### config.mk
export PLATFORM = sky130hd
export DESIGN_NAME = alu_issue_sequencer
export DESIGN_NICKNAME = d
export VERILOG_FILES = /design/src/rtl/alu_issue_sequencer.sv
export SDC_FILE = /design/constraint.sdc
export NUM_CORES = 1
export LEC_CHECK = 0
export ABC_AREA = 1
export CAP_MARGIN = 10
export CORE_ASPECT_RATIO = 1.5
export CORE_MARGIN = 4
export CORE_UTILIZATION = 48
export CTS_CLUSTER_DIAMETER = 40
export DETAILED_ROUTE_END_ITERATION = 8
export GPL_TIMING_DRIVEN = 0
export PLACE_DENSITY = 0.85
export SYNTH_ARGS = -nofsm -noshare
export SYNTH_HDL_FRONTEND = slang
export SYNTH_SLANG_ARGS = --single-unit
### constraint.sdc
create_clock -name clock -period 2.2 [get_ports clock]
set_input_delay 0.22 -clock clock [delete_from_list [all_inputs] [get_ports clock]]
set_output_delay 0.22 -clock clock [all_outputs]
set_load 0.01 [all_outputs]
### src/rtl/alu_issue_sequencer.sv
// rtl/alu_issue_sequencer.sv - execute-stage issue sequencer driving the front end of a combinational ALU
//
// Accepts one decoded RV32E ALU op at a time, holds its operands in registers
// while the external ALU evaluates, captures the result and offers it to the
// register file on a valid/ready writeback port.
//
// Ports
//   clock, reset_n      single rising-edge clock, asynchronous active-low reset
//   issue_valid/ready   decode handshake; issue_op/a/b/rd carry the op
//   flush               synchronous kill of whatever is in flight
//   alu_a/alu_b         operands to the ALU (zero outside EXEC)
//   alu_operation       op code to the ALU (NONE outside EXEC)
//   alu_result          combinational ALU result, sampled at the end of EXEC
//   wb_valid/ready      writeback handshake towards the register file
//   wb_rd/data          destination register and result
//   wb_write_en         0 when the result must not be written
//   wb_illegal          op code was out of range; executed as NONE
//   ops_retired         count of completed writeback handshakes (wraps)

module alu_issue_sequencer #(
  parameter int COUNT_WIDTH = 32,
  parameter bit SUPPRESS_X0 = 1'b1
) (
  input  logic                   clock,
  input  logic                   reset_n,
  input  logic                   issue_valid,
  output logic                   issue_ready,
  input  logic [3:0]             issue_op,
  input  logic [31:0]            issue_a,
  input  logic [31:0]            issue_b,
  input  logic [3:0]             issue_rd,
  input  logic                   flush,
  output logic [31:0]            alu_a,
  output logic [31:0]            alu_b,
  output logic [3:0]             alu_operation,
  input  logic [31:0]            alu_result,
  output logic                   wb_valid,
  input  logic                   wb_ready,
  output logic [3:0]             wb_rd,
  output logic [31:0]            wb_data,
  output logic                   wb_write_en,
  output logic                   wb_illegal,
  output logic [COUNT_WIDTH-1:0] ops_retired
);

  localparam logic [3:0] OP_NONE = 4'd0;
  localparam logic [3:0] OP_LAST = 4'd10;

  typedef enum logic [1:0] {
    S_IDLE,
    S_EXEC,
    S_WB
  } state_t;

  state_t state;
  state_t next_state;

  // Low through reset and until the first clock edge after release, so the
  // issue port stays closed while the block is coming out of reset.
  logic running;

  // Operand registers: the only source of ALU inputs.
  logic [3:0]  op_q;
  logic [31:0] a_q;
  logic [31:0] b_q;
  logic [3:0]  rd_q;
  logic        illegal_q;

  // Strobes decoded by the FSM.
  logic accept;   // issue handshake this cycle
  logic capture;  // latch ALU result into wb_* this cycle
  logic retire;   // writeback handshake this cycle

  logic issue_illegal;
  logic result_killed;

  assign issue_illegal = (issue_op > OP_LAST);
  // Results are zeroed both for illegal ops and for suppressed x0 writes.
  assign result_killed = illegal_q || (SUPPRESS_X0 && (rd_q == 4'd0));

  // ---------------------------------------------------------------------------
  // State register
  // ---------------------------------------------------------------------------
  always_ff @(posedge clock or negedge reset_n) begin
    if (!reset_n) begin
      state   <= S_IDLE;
      running <= 1'b0;
    end else begin
      state   <= next_state;
      running <= 1'b1;
    end
  end

  // ---------------------------------------------------------------------------
  // Next state and outputs
  // ---------------------------------------------------------------------------
  always_comb begin
    next_state    = state;
    issue_ready   = 1'b0;
    wb_valid      = 1'b0;
    alu_a         = 32'd0;
    alu_b         = 32'd0;
    alu_operation = OP_NONE;
    capture       = 1'b0;
    retire        = 1'b0;
    accept        = 1'b0;

    case (state)
      S_IDLE: begin
        issue_ready = running;
      end
      S_EXEC: begin
        alu_a         = a_q;
        alu_b         = b_q;
        alu_operation = op_q;
        capture       = 1'b1;
        next_state    = S_WB;
      end
      S_WB: begin
        wb_valid    = 1'b1;
        // A new op may only enter when the current result leaves.
        issue_ready = wb_ready;
        retire      = wb_ready;
        if (wb_ready) begin
          next_state = S_IDLE;
        end
      end
      default: begin
        next_state = S_IDLE;
      end
    endcase

    // Flush overrides everything, including an issue or writeback handshake
    // that would otherwise complete in the same cycle.
    if (flush) begin
      issue_ready = 1'b0;
      capture     = 1'b0;
      retire      = 1'b0;
      next_state  = S_IDLE;
    end

    accept = issue_valid && issue_ready;
    if (accept) begin
      next_state = S_EXEC;
    end
  end

  // ---------------------------------------------------------------------------
  // Operand and writeback registers
  // ---------------------------------------------------------------------------
  always_ff @(posedge clock or negedge reset_n) begin
    if (!reset_n) begin
      op_q        <= OP_NONE;
      a_q         <= 32'd0;
      b_q         <= 32'd0;
      rd_q        <= 4'd0;
      illegal_q   <= 1'b0;
      wb_rd       <= 4'd0;
      wb_data     <= 32'd0;
      wb_write_en <= 1'b0;
      wb_illegal  <= 1'b0;
    end else if (flush) begin
      op_q        <= OP_NONE;
      a_q         <= 32'd0;
      b_q         <= 32'd0;
      rd_q        <= 4'd0;
      illegal_q   <= 1'b0;
      wb_rd       <= 4'd0;
      wb_data     <= 32'd0;
      wb_write_en <= 1'b0;
      wb_illegal  <= 1'b0;
    end else begin
      if (accept) begin
        // Out-of-range codes never reach the ALU; they run as NONE.
        op_q      <= issue_illegal ? OP_NONE : issue_op;
        a_q       <= issue_a;
        b_q       <= issue_b;
        rd_q      <= issue_rd;
        illegal_q <= issue_illegal;
      end
      if (capture) begin
        wb_rd       <= rd_q;
        wb_data     <= result_killed ? 32'd0 : alu_result;
        wb_write_en <= !result_killed;
        wb_illegal  <= illegal_q;
      end
    end
  end

  // ---------------------------------------------------------------------------
  // Retired-op counter
  // ---------------------------------------------------------------------------
  always_ff @(posedge clock or negedge reset_n) begin
    if (!reset_n) begin
      ops_retired <= '0;
    end else if (retire) begin
      ops_retired <= ops_retired + COUNT_WIDTH'(1);
    end
  end

endmodule
Yosys cells after proc, flatten, opt, wreduce, memory -nomap -nowiden
Cells that the tools add are included.
{ "word_totals": {"register_bits": 146, "latch_bits": 0, "ram_bits": 0, "rom_bits": 0, "out_inout_bits": 140, "n_memories": 0} }
{ "op_classes": {"n_addsub": 1, "n_mul": 0, "div_mod_pow": 0, "n_lt_le_gt_ge": 1, "eq_ne": 4, "shift": 0, "n_mux": 34, "bitwise_logic": 0, "reduce_logical": 8} }
{ "op_table": {"columns": ["operator", "count"], "rows": [
  ["32-bit two-way mux", 9],
  ["32-bit by 1-bit adder with 32-bit output, second input constant", 1],
  ["4-bit two-way mux", 8],
  ["1-bit two-way mux", 12],
  ["2-bit two-way mux", 3],
  ["2-bit case mux with 3 select lines", 1],
  ["4-bit greater-than comparator, second input constant", 1],
  ["4-bit logical NOT", 1],
  ["4-bit inequality test, second input constant", 1],
  ["2-bit nonzero test", 2],
  ["3-bit inequality test, second input constant", 1],
  ["2-bit by 1-bit == test with 1-bit output, second input constant", 1],
  ["2-bit == test, second input constant", 1],
  ["2-bit logical NOT", 1],
  ["1-bit case mux with 2 select lines", 1],
  ["2-bit AND reduction", 1],
  ["1-bit logical AND", 1],
  ["1-bit logical NOT", 1],
  ["1-bit logical OR", 1]
]} }

Logic depth before layout (Yosys ltp)
{ "logic_depth": {"word_depth": 6, "ltp_mapped": 10, "depth_no_buf": 9} }

Least setup slack after synthesis
No wires, ideal clock.
{ "synth_timing": {"path_kind": "register -> register", "startpoint": "reg ops_retired[0]", "endpoint": "reg ops_retired[22]", "setup_ns": 0.127, "arrival_time_ns": 1.372, "slack_ns": 0.701, "stages_incl_launch_ff": 8, "synth_period_minus_slack_ns": 1.499, "cell_sequence": "dfrtp_1 > ha_1 > inv_1 > nor2_1 > nand3_1 > nor2_4 > nand2_1 > xnor2_1"} }
{ "synth_via": {"elab_chain_len": 1} }
{ "synth_rtl": {"columns": ["item", "line_no", "rtl"], "rows": [
  ["start: declaration", "43", "output logic [COUNT_WIDTH-1:0] ops_retired"],
  ["start signal: assignment", "197", "ops_retired <= ops_retired + COUNT_WIDTH'(1);"],
  ["32-bit by 1-bit adder with 32-bit output", "197", null]
]} }
No other way between the ends.
A chain may end at the register's enable or synchronous reset.

Final worst setup path
{ "layout_timing": {"startpoint": "reg state[1]", "endpoint": "out alu_a[3]"} }
{ "layout_via": {"elab_chain_len": 2} }
{ "layout_rtl": {"columns": ["item", "line_no", "rtl"], "rows": [
  ["start: declaration", "55", "state_t state;"],
  ["start signal: assignment", "89", "state <= next_state;"],
  ["2-bit by 1-bit == test with 1-bit output", "108", "case (state)"],
  ["32-bit two-way mux", "108", null],
  ["end: declaration", "33", "output logic [31:0] alu_a,"]
]} }
No other way between the ends.

==> flow_metrics.tcl <==
set metrics [dict create \
    status "completed" \
    final_common_cell "clkdlybuf4s50_1" \
    rr_endpoint "ops_retired[18]" \
    die_x_um 105 \
    cts_max_level 4 \
    power_density_nw_per_um2 631 \
    yosys.area.top_type "dfrtp_1" \
    antenna_found_initial 0 \
    relSlewSlack 0.608 \
    cp-start-kind "flip-flop" \
    fillers 1018 \
    clock.fmax_mhz 468 \
    clockBufferDepth 2 \
    ys_ff_latch 146 \
    finalPower_mw 6.44 \
    finalNonFillerCells 1247 \
    grt-ovfl-total 0 \
    max_stage_delay_ns 0.54 \
    cts.sinks 146 \
    synth_area_leaders "dfrtp_1 54%, nand2_1 7.9%, inv_1 7.2%" \
    insertion_delay_ns 0.41 \
    ys_seq_area_frac 0.537 \
    critical_path_depth 5 \
    p_leak_nw 5.16 \
    via_per_inst 4.89 \
    synthCells 774 \
    die_area_um2 16200 \
    cap_violations 0 \
    postSynthAreaPerCell_um2 8.80 \
    drc 0 \
    gp_congestion 0.891 \
    end_kind "output pin" \
    grt.total_usage 0.242 \
    firstDrtPassIters 4 \
    die_y_um 154 \
    fin_util 0.729 \
    synth_cell_types 33 \
    slew_viol_final 0 \
    cp_slowest_cell "clkdlybuf4s50_1" \
    portBuffers 248 \
    ios 249 \
    synth_top_area_frac 0.537 \
    syn2layout_area_growth_pct 49.8 \
    rr_worst_depth 7 \
    antennaDiodeCount 0 \
    cp_max_fo 10 \
    cp_num_buf_inv 3 \
    wl_um 19300 \
    routedWlPerCell_um 15.5 \
    clk_pin_slew_ns 0.06 \
    irDropWorstVdd_uv 470 \
    fin_crit_sh 0.971 \
    hold_viol 0 \
    worstHoldPathType "input port to asynchronous set/reset pin" \
    place_area_um2 9560 \
    grt_pass1_vias 6287 \
    synth_area_um2 6810 \
    grt_max_degree 94 \
    startpoint "state[1]" \
    fin_crit_ns 2.14 \
    placed_cells 1215 \
    antenna_left 0 \
    vias 6094 \
    synth_warnings 0 \
    setup_violations 0 \
    hpwl_um 14400 \
    drive_above_1_share 0.127 \
    core_um2 14000 \
    worstSetupPathType "flip-flop to output pin" \
    final_area_um2 10200 \
    start_util 0.487 \
    rows 53 \
    r2r_setup_slack_ns 0.50 \
    crit_chain "nor2_2, inv_2, buf_4, nor2_1, clkdlybuf4s50_1" \
    finalNetCount 1155 \
    tns_ns 0 \
    cts_tree "done" \
    cts_root_buf "clkbuf_16" \
    drt_iter0_drc 247 \
    reg2reg_from "ops_retired[0]" \
    worstPathArrival_ns 1.92 \
    layout_common_cells "181 x clkdlybuf4s50_1, 146 x dfrtp_1, 143 x nand2_1" \
    worst_pin_slew_ns 0.583 \
    synth_nets 884 \
    grt_pass1_wl_um 31100 \
    required_ns 1.98 \
    finClkSkew_ns 0.00815 \
    cts_buffers 17 \
    critPathTopFamily "buffers and inverters" \
]
## registers in the layout, indices dropped and copies added, names as in the netlist
signal,count
state,2
b_q,32
wb_data,32
ops_retired,32
a_q,32
wb_illegal,1
wb_write_en,1
op_q,4
illegal_q,1
rd_q,4
wb_rd,4
running,1
## metal layers
| metal | share of wire | wire (um) | global-route usage |
|---|---|---|---|
| met1 | 0.38 | 7400 | 0.270 |
| met2 | 0.52 | 10000 | 0.426 |
| met3 | 0.055 | 1060 | 0.0626 |
| met4 | 0.042 | 816 | 0.116 |
| met5 | 0 | 0 | 0 |
## where the power goes
part           internal, mW  total, mW  switching (mW)
Clock                  1.70       2.80            1.09
Sequential             2.80       2.85          0.0522
Combinational         0.390      0.788           0.397
Total                  4.89       6.44            1.54
## repair_timing
item | 4_1_cts | 5_1_grt
hold buffers | 1 | 0
resized for setup | 54 | 33
cloned | 0 | 0
setup endpoints to repair | 68 | 31
pin swaps | 0 | 0
endpoints found under the hold margin | 53 | 0
setup buffers | 1 | 1
## synthesized netlist by cell type, drive strengths merged
cell type,count
nand2,148
dfrtp,146
inv,135
o21ai,109
nor2,100
nand3,53
buf,24
xnor2,14
nand4,13
clkbuf,10
xor2,8
nor3,5
nand3b,3
a21oi,2
conb,1
ha,1
o22ai,1
or2,1
## cell type report
| class | count | area [um2] | share of cell area |
|---|---|---|---|
| clock inverters | 10 | 113 | 0.0110 |
| well taps | 192 | 240 | 0.0236 |
| clock buffers | 19 | 453 | 0.0444 |
| multi-input cells | 459 | 2390 | 0.235 |
| plain buffers | 34 | 285 | 0.0280 |
| repair buffers | 252 | 2550 | 0.250 |
| inverters | 135 | 507 | 0.0497 |
| flip-flops and latches | 146 | 3650 | 0.358 |
## per-stage QoR
step	setup WS (ns)	hold WS [ns]
finish	0.0641	0.307
global route	-0.00785	0.351
CTS	0.000839	0.329
detailed placement	-0.0299	0.208
global placement	-5.04	0.494
floorplan	0.701	-0.0756
## how the worst max path moves through the flow
stage	slack, ns	end
floorplan	0.70	ops_retired[22]
global route	-0.008	alu_a[3]
finish	0.06	alu_a[3]
CTS	0.0008	alu_a[2]
global placement	-5.04	wb_data[10]
detailed placement	-0.03	alu_b[10]
## cells by family (layout without fill, tap and decap cells)
logic type / count (synthesis) / count (layout) / synth area share
DFF: 146 / 146 / 0.537
AOI/OAI and AO/OA: 112 / 112 / 0.113
buffers and inverters: 169 / 450 / 0.112
and+or+nand+nor: 323 / 323 / 0.208
xor gates and xnor gates: 22 / 22 / 0.0283
other: 1 / 1 / 0.000551
adders and majority gates: 1 / 1 / 0.00184
No activity file was read; power rests on OpenSTA's default activity.
==> edit 1, RTL diff (config.mk and constraints unchanged) <==
The 3 states of `state_t` get a one-hot encoding in 3 bits.
--- a/src/rtl/alu_issue_sequencer.sv
+++ b/src/rtl/alu_issue_sequencer.sv
@@ -46,10 +46,10 @@
   localparam logic [3:0] OP_NONE = 4'd0;
   localparam logic [3:0] OP_LAST = 4'd10;
 
-  typedef enum logic [1:0] {
-    S_IDLE,
-    S_EXEC,
-    S_WB
+  typedef enum logic [2:0] {
+    S_IDLE = 3'b001,
+    S_EXEC = 3'b010,
+    S_WB   = 3'b100
   } state_t;
 
   state_t state;
Formal check against the unedited RTL: same outputs for any inputs over 4 cycles, from zero or initial values and one cycle with reset_n low; so few cycles prove little.
==> edit 1 against the unedited design <==
- routed wire length rose by 12%
- synthesized area increased by 3.6%
- total power fell by 2.2%
- sequential cell count grew 1
- largest cell class unchanged
- final area increased by 3.0%
- utilization shrank 0.22 points
- cell count up 14%
- clock power increased by 7%
- critical endpoint is now alu_a[4]
- critical path depth is the same
- worst setup slack lost 0.019 ns
- highest routed layer unchanged
==> edit 1: results (changes against the unedited design) <==
status finished clean (unchanged); highest ir drop seen on vdd 0.4497 mV (was 0.4697 mV); worst setup skew after layout 0.01074 ns (was 0.008146 ns); XOR/XNOR share of the synthesized area 1.987% (was 2.830%); most common cell in the netlist nand2_1 (was dfrtp_1); nets@finish 1320 (was 1155); Yosys cell types 29 (was 33); syn nets 1051 (was 884); first-pass GRT wire length 34160 um (was 31130 um); Post-Synth Adder-Cell Area 0.1774% (was 0.1838%); worst min path class input port to flop (was input port to asynchronous set/reset pin); final RePlAce weighted congestion 0.9134 (was 0.8907); drt initial violations 340 (was 247); number of global-route vias before repair 7055 (was 6287); vias per inst 4.913 (was 4.887); Area contributors post-synth dfrtp_1, nand2_1, nand3_1 (was dfrtp_1, nand2_1, inv_1); GR Util All Layers 25.89% (was 24.19%); largest net degree at the start of global routing 81 (was 94); sequential area share after synthesis 52.16% (was 53.66%); post-synthesis cell count 941 (was 774); Setup Buffers After CTS 0 (was 1); commonest cells in the netlist nand2_1, dfrtp_1, nand3_1 (was dfrtp_1, nand2_1, inv_1); Slew Limit Headroom 54.86% (was 60.84%); DR pass1 iterations 5 (was 4); leakage power 5.529 nW (was 5.159 nW); Synth Area in Compound Gates 1.046% (was 11.28%); crit path launch state[2] (was state[1]); Post-DP HPWL 15970 um (was 14390 um)
## edit 1: timing repair
item / 4_1_cts / 5_1_grt
endpoints found under the setup margin: 68 / 36
endpoints found under the hold margin: 67 / 0
hold buffers: 1 / 0
resized for setup: 59 / 32
pin swaps: 0 / 0
## edit 1: metal layers
metal	GRT usage (%)	vias up	share of wire, %
met5	0	-	0
met4	12.31	0	4.1
met3	5.819	59	6.4
met2	48.14	267	54
met1	27.39	3236	35
li1	-	3409	-
## edit 1: cells by family (layout without fill, tap and decap cells)
family,after synthesis,after routing
AOI/OAI and AO/OA,13,13
xor gates and xnor gates,16,16
adders and majority gates,1,1
buffers and inverters,152,434
DFF,147,147
other,1,1
and+or+nand+nor,611,611
## edit 1: worst paths after layout
kind	to	slack, ns	cells past startpoint
max in group asynchronous	state[0]	0.97	3
min	wb_data[23]	0.34	3
max reg2reg	ops_retired[20]	0.40	8
max	alu_a[4]	0.05	5
min in group asynchronous	b_q[7]	0.38	2
min reg2reg	op_q[2]	0.50	2
## edit 1: final cells by class
class                           instances  area (um^2)
Clock buffer                           21        460.4
Sequential cell                       147         3680
Clock inverter                         11        151.4
Tap cell                              196        245.2
Timing Repair Buffer                  250         2532
Fill cell                            1167         3954
Multi-Input combinational cell        642         2775
Buffer                                 43        251.5
Inverter                              109        409.1
## edit 1: report_power, final
part / switching, mW / leakage [nW] / internal [mW]
sequential: 0.0438 / 2.02 / 2.78
combinational: 0.235 / 3.22 / 0.248
clock: 1.14 / 0.286 / 1.85
## edit 1: stage by stage
| stage | hold slack (ns) | total power [mW] | cell area [um^2] | setup slack (ns) |
|---|---|---|---|---|
| finish | 0.3384 | 6.296 | 10510 | 0.04551 |
| floorplan | -0.07559 | 3.025 | 7054 | 0.6575 |
| global route | 0.3333 | 6.519 | 10510 | -0.05547 |
| detailed placement | 0.2631 | 3.349 | 9811 | -0.2671 |
| global placement | 0.4834 | 3.334 | 9782 | -5.000 |
| CTS | 0.3280 | 6.332 | 10430 | -0.003642 |
## edit 1: worst max-delay path, stage by stage, from the launching register on
cell	delay, ns
dfrtp_1	0.43
inv_2	0.10
nand3_4	0.15
clkbuf_8	0.22
nor2_1	0.09
clkdlybuf4s50_1	0.54
==> edit 2, RTL diff (config.mk and constraints unchanged) <==
Without the edit above. Change the parameter `COUNT_WIDTH` from 32 to 16.
--- a/src/rtl/alu_issue_sequencer.sv
+++ b/src/rtl/alu_issue_sequencer.sv
@@ -18,7 +18,7 @@
 //   ops_retired         count of completed writeback handshakes (wraps)
 
 module alu_issue_sequencer #(
-  parameter int COUNT_WIDTH = 32,
+  parameter int COUNT_WIDTH = 16,
   parameter bit SUPPRESS_X0 = 1'b1
 ) (
   input  logic                   clock,
Interface: changed (resized ops_retired); port bits go from 249 to 233. The function was not compared with the original's and may differ.
==> edit 2 against the unedited design <==
- worst setup slack gained 0.058 ns
- sequential cell count shrank 16
- final area shrank 11%
- routed wire length shrank 10%
- synthesized area shrank 14%
- critical path type unchanged
- critical path depth grew 2
- largest cell class unchanged
- total power shrank 2.7%
==> edit 2: results (changes against the unedited design) <==
status finished clean (unchanged); leakage power 4.594 nW (was 5.159 nW); slowest stage delay, CP 0.34 ns (was 0.54 ns); nets@finish 1057 (was 1155); final WL 17310 um (was 19290 um); clk buf depth 2 (unchanged); Cells after DPL 1078 (was 1215); Critical-path top delay cell dfrtp_1 (was clkdlybuf4s50_1); Post-DP HPWL 12860 um (was 14390 um); Area contributors post-synth dfrtp_1, o21ai_0, nand2_1 (was dfrtp_1, nand2_1, inv_1); number of global-route vias before repair 5713 (was 6287); fraction of layout cells with a size suffix above 1 8.446% (was 12.70%); syn nets 802 (was 884); highest ir drop seen on vdd 0.5474 mV (was 0.4697 mV); first-pass GRT wire length 27900 um (was 31130 um); final-layout fill cell count 877 (was 1018); worst min path class input port to flop (was input port to asynchronous set/reset pin); Least-Margin Pin Slew 0.5856 ns (was 0.5829 ns); GR Util All Layers 25.22% (was 24.19%); total number of vias 5500 (was 6094); sequential area share after synthesis 55.77% (was 53.66%); average size of a mapped cell 8.429 um^2 (was 8.797 um^2); largest net degree at the start of global routing 72 (was 94); CP arrival 1.86 ns (was 1.92 ns); commonest cells in the netlist dfrtp_1, nand2_1, inv_1 (unchanged); DR WL/cell 15.57 um (was 15.47 um); worst setup skew after layout 0.007192 ns (was 0.008146 ns)
-- edit 2: cell types whose count changed after synthesis, moves of 4 or more --
| cell | change |
|---|---|
| o21ai_0 | +60 |
| o21ai_2 | -45 |
| dfrtp_1 | -16 |
| nand2_1 | -16 |
| o21ai_1 | -13 |
| xnor2_1 | -11 |
| inv_1 | -10 |
| nor2_1 | -7 |
| nor3_1 | -5 |
| buf_12 | -4 |
| buf_6 | +4 |
| nand4_1 | -4 |
| nor2_4 | -4 |
-- edit 2: final cells by class --
class / count / area, um^2 / area share, %
well taps: 153 / 191.4 / 2.119
clock inverters: 9 / 131.4 / 1.454
repair buffers: 236 / 2371 / 26.25
clock buffers: 22 / 464.2 / 5.139
flip-flops and latches: 130 / 3253 / 36.02
plain buffers: 34 / 239.0 / 2.646
multi-input cells: 403 / 1906 / 21.10
inverters: 125 / 476.7 / 5.278
-- edit 2: per-stage QoR --
stage	setup slack [ns]	hold WS (ns)	utilization, %	cell area, um^2
final	0.1217	0.3568	75.55	9032
after global routing	0.0004965	0.3614	75.55	9032
after CTS	0.001928	0.3494	74.98	8964
after detailed placement	-0.1021	0.2381	70.06	8376
after global placement	-4.282	0.4942	69.82	8347
after floorplan	0.7639	-0.07559	-	5833
-- edit 2: critical path: cells and delay by family, from the launching register on --
family	cells	cell delay (ns)
buffers and inverters	5	0.80
flip-flops	1	0.34
AND/OR/NAND/NOR	2	0.31
-- edit 2: logic make-up after synthesis --
family                     Yosys count  share of synthesized area [%]
AOI/OAI and AO/OA                  113                          10.38
xor gates and xnor gates             8                          1.201
adders and majority gates            1                         0.2145
buffers and inverters              159                          11.73
DFF                                130                          55.77
other                                1                        0.06429
and+or+nand+nor                    280                          20.64
-- edit 2: worst paths after layout --
kind / from / endpoint / slack, ns / cells past startpoint
max: state[0] / alu_b[12] / 0.12 / 7
min: alu_result[26] / wb_data[26] / 0.36 / 3
max reg2reg: state[0] / ops_retired[6] / 0.64 / 8
min reg2reg: wb_data[13] / wb_data[13] / 0.51 / 2
max in group asynchronous: reset_n / ops_retired[1] / 1.08 / 3
min in group asynchronous: reset_n / b_q[21] / 0.37 / 2
-- edit 2: report_power, final --
group / internal (mW) / switching, mW
combinational: 0.412 / 0.404
sequential: 2.53 / 0.0886
clock: 1.83 / 0.999
total: 4.77 / 1.49
-- edit 2: routing by layer --
layer / part of all wire, % / GRT usage (%) / routed length (um) / vias to the layer above
li1: - / - / - / 2643
met1: 36 / 27.05 / 6313 / 2591
met2: 52 / 43.79 / 8954 / 207
met3: 6.5 / 7.722 / 1119 / 59
met4: 5.3 / 14.73 / 923 / 0
met5: 0 / 0 / 0 / -
-- edit 2: timing repair --
item	CTS	global route
buffers inserted	1	1
gates resized for setup	60	39
hold endpoints to repair	59	0
hold buffers	1	0
endpoints found under the setup margin	68	49
pin swaps	0	2
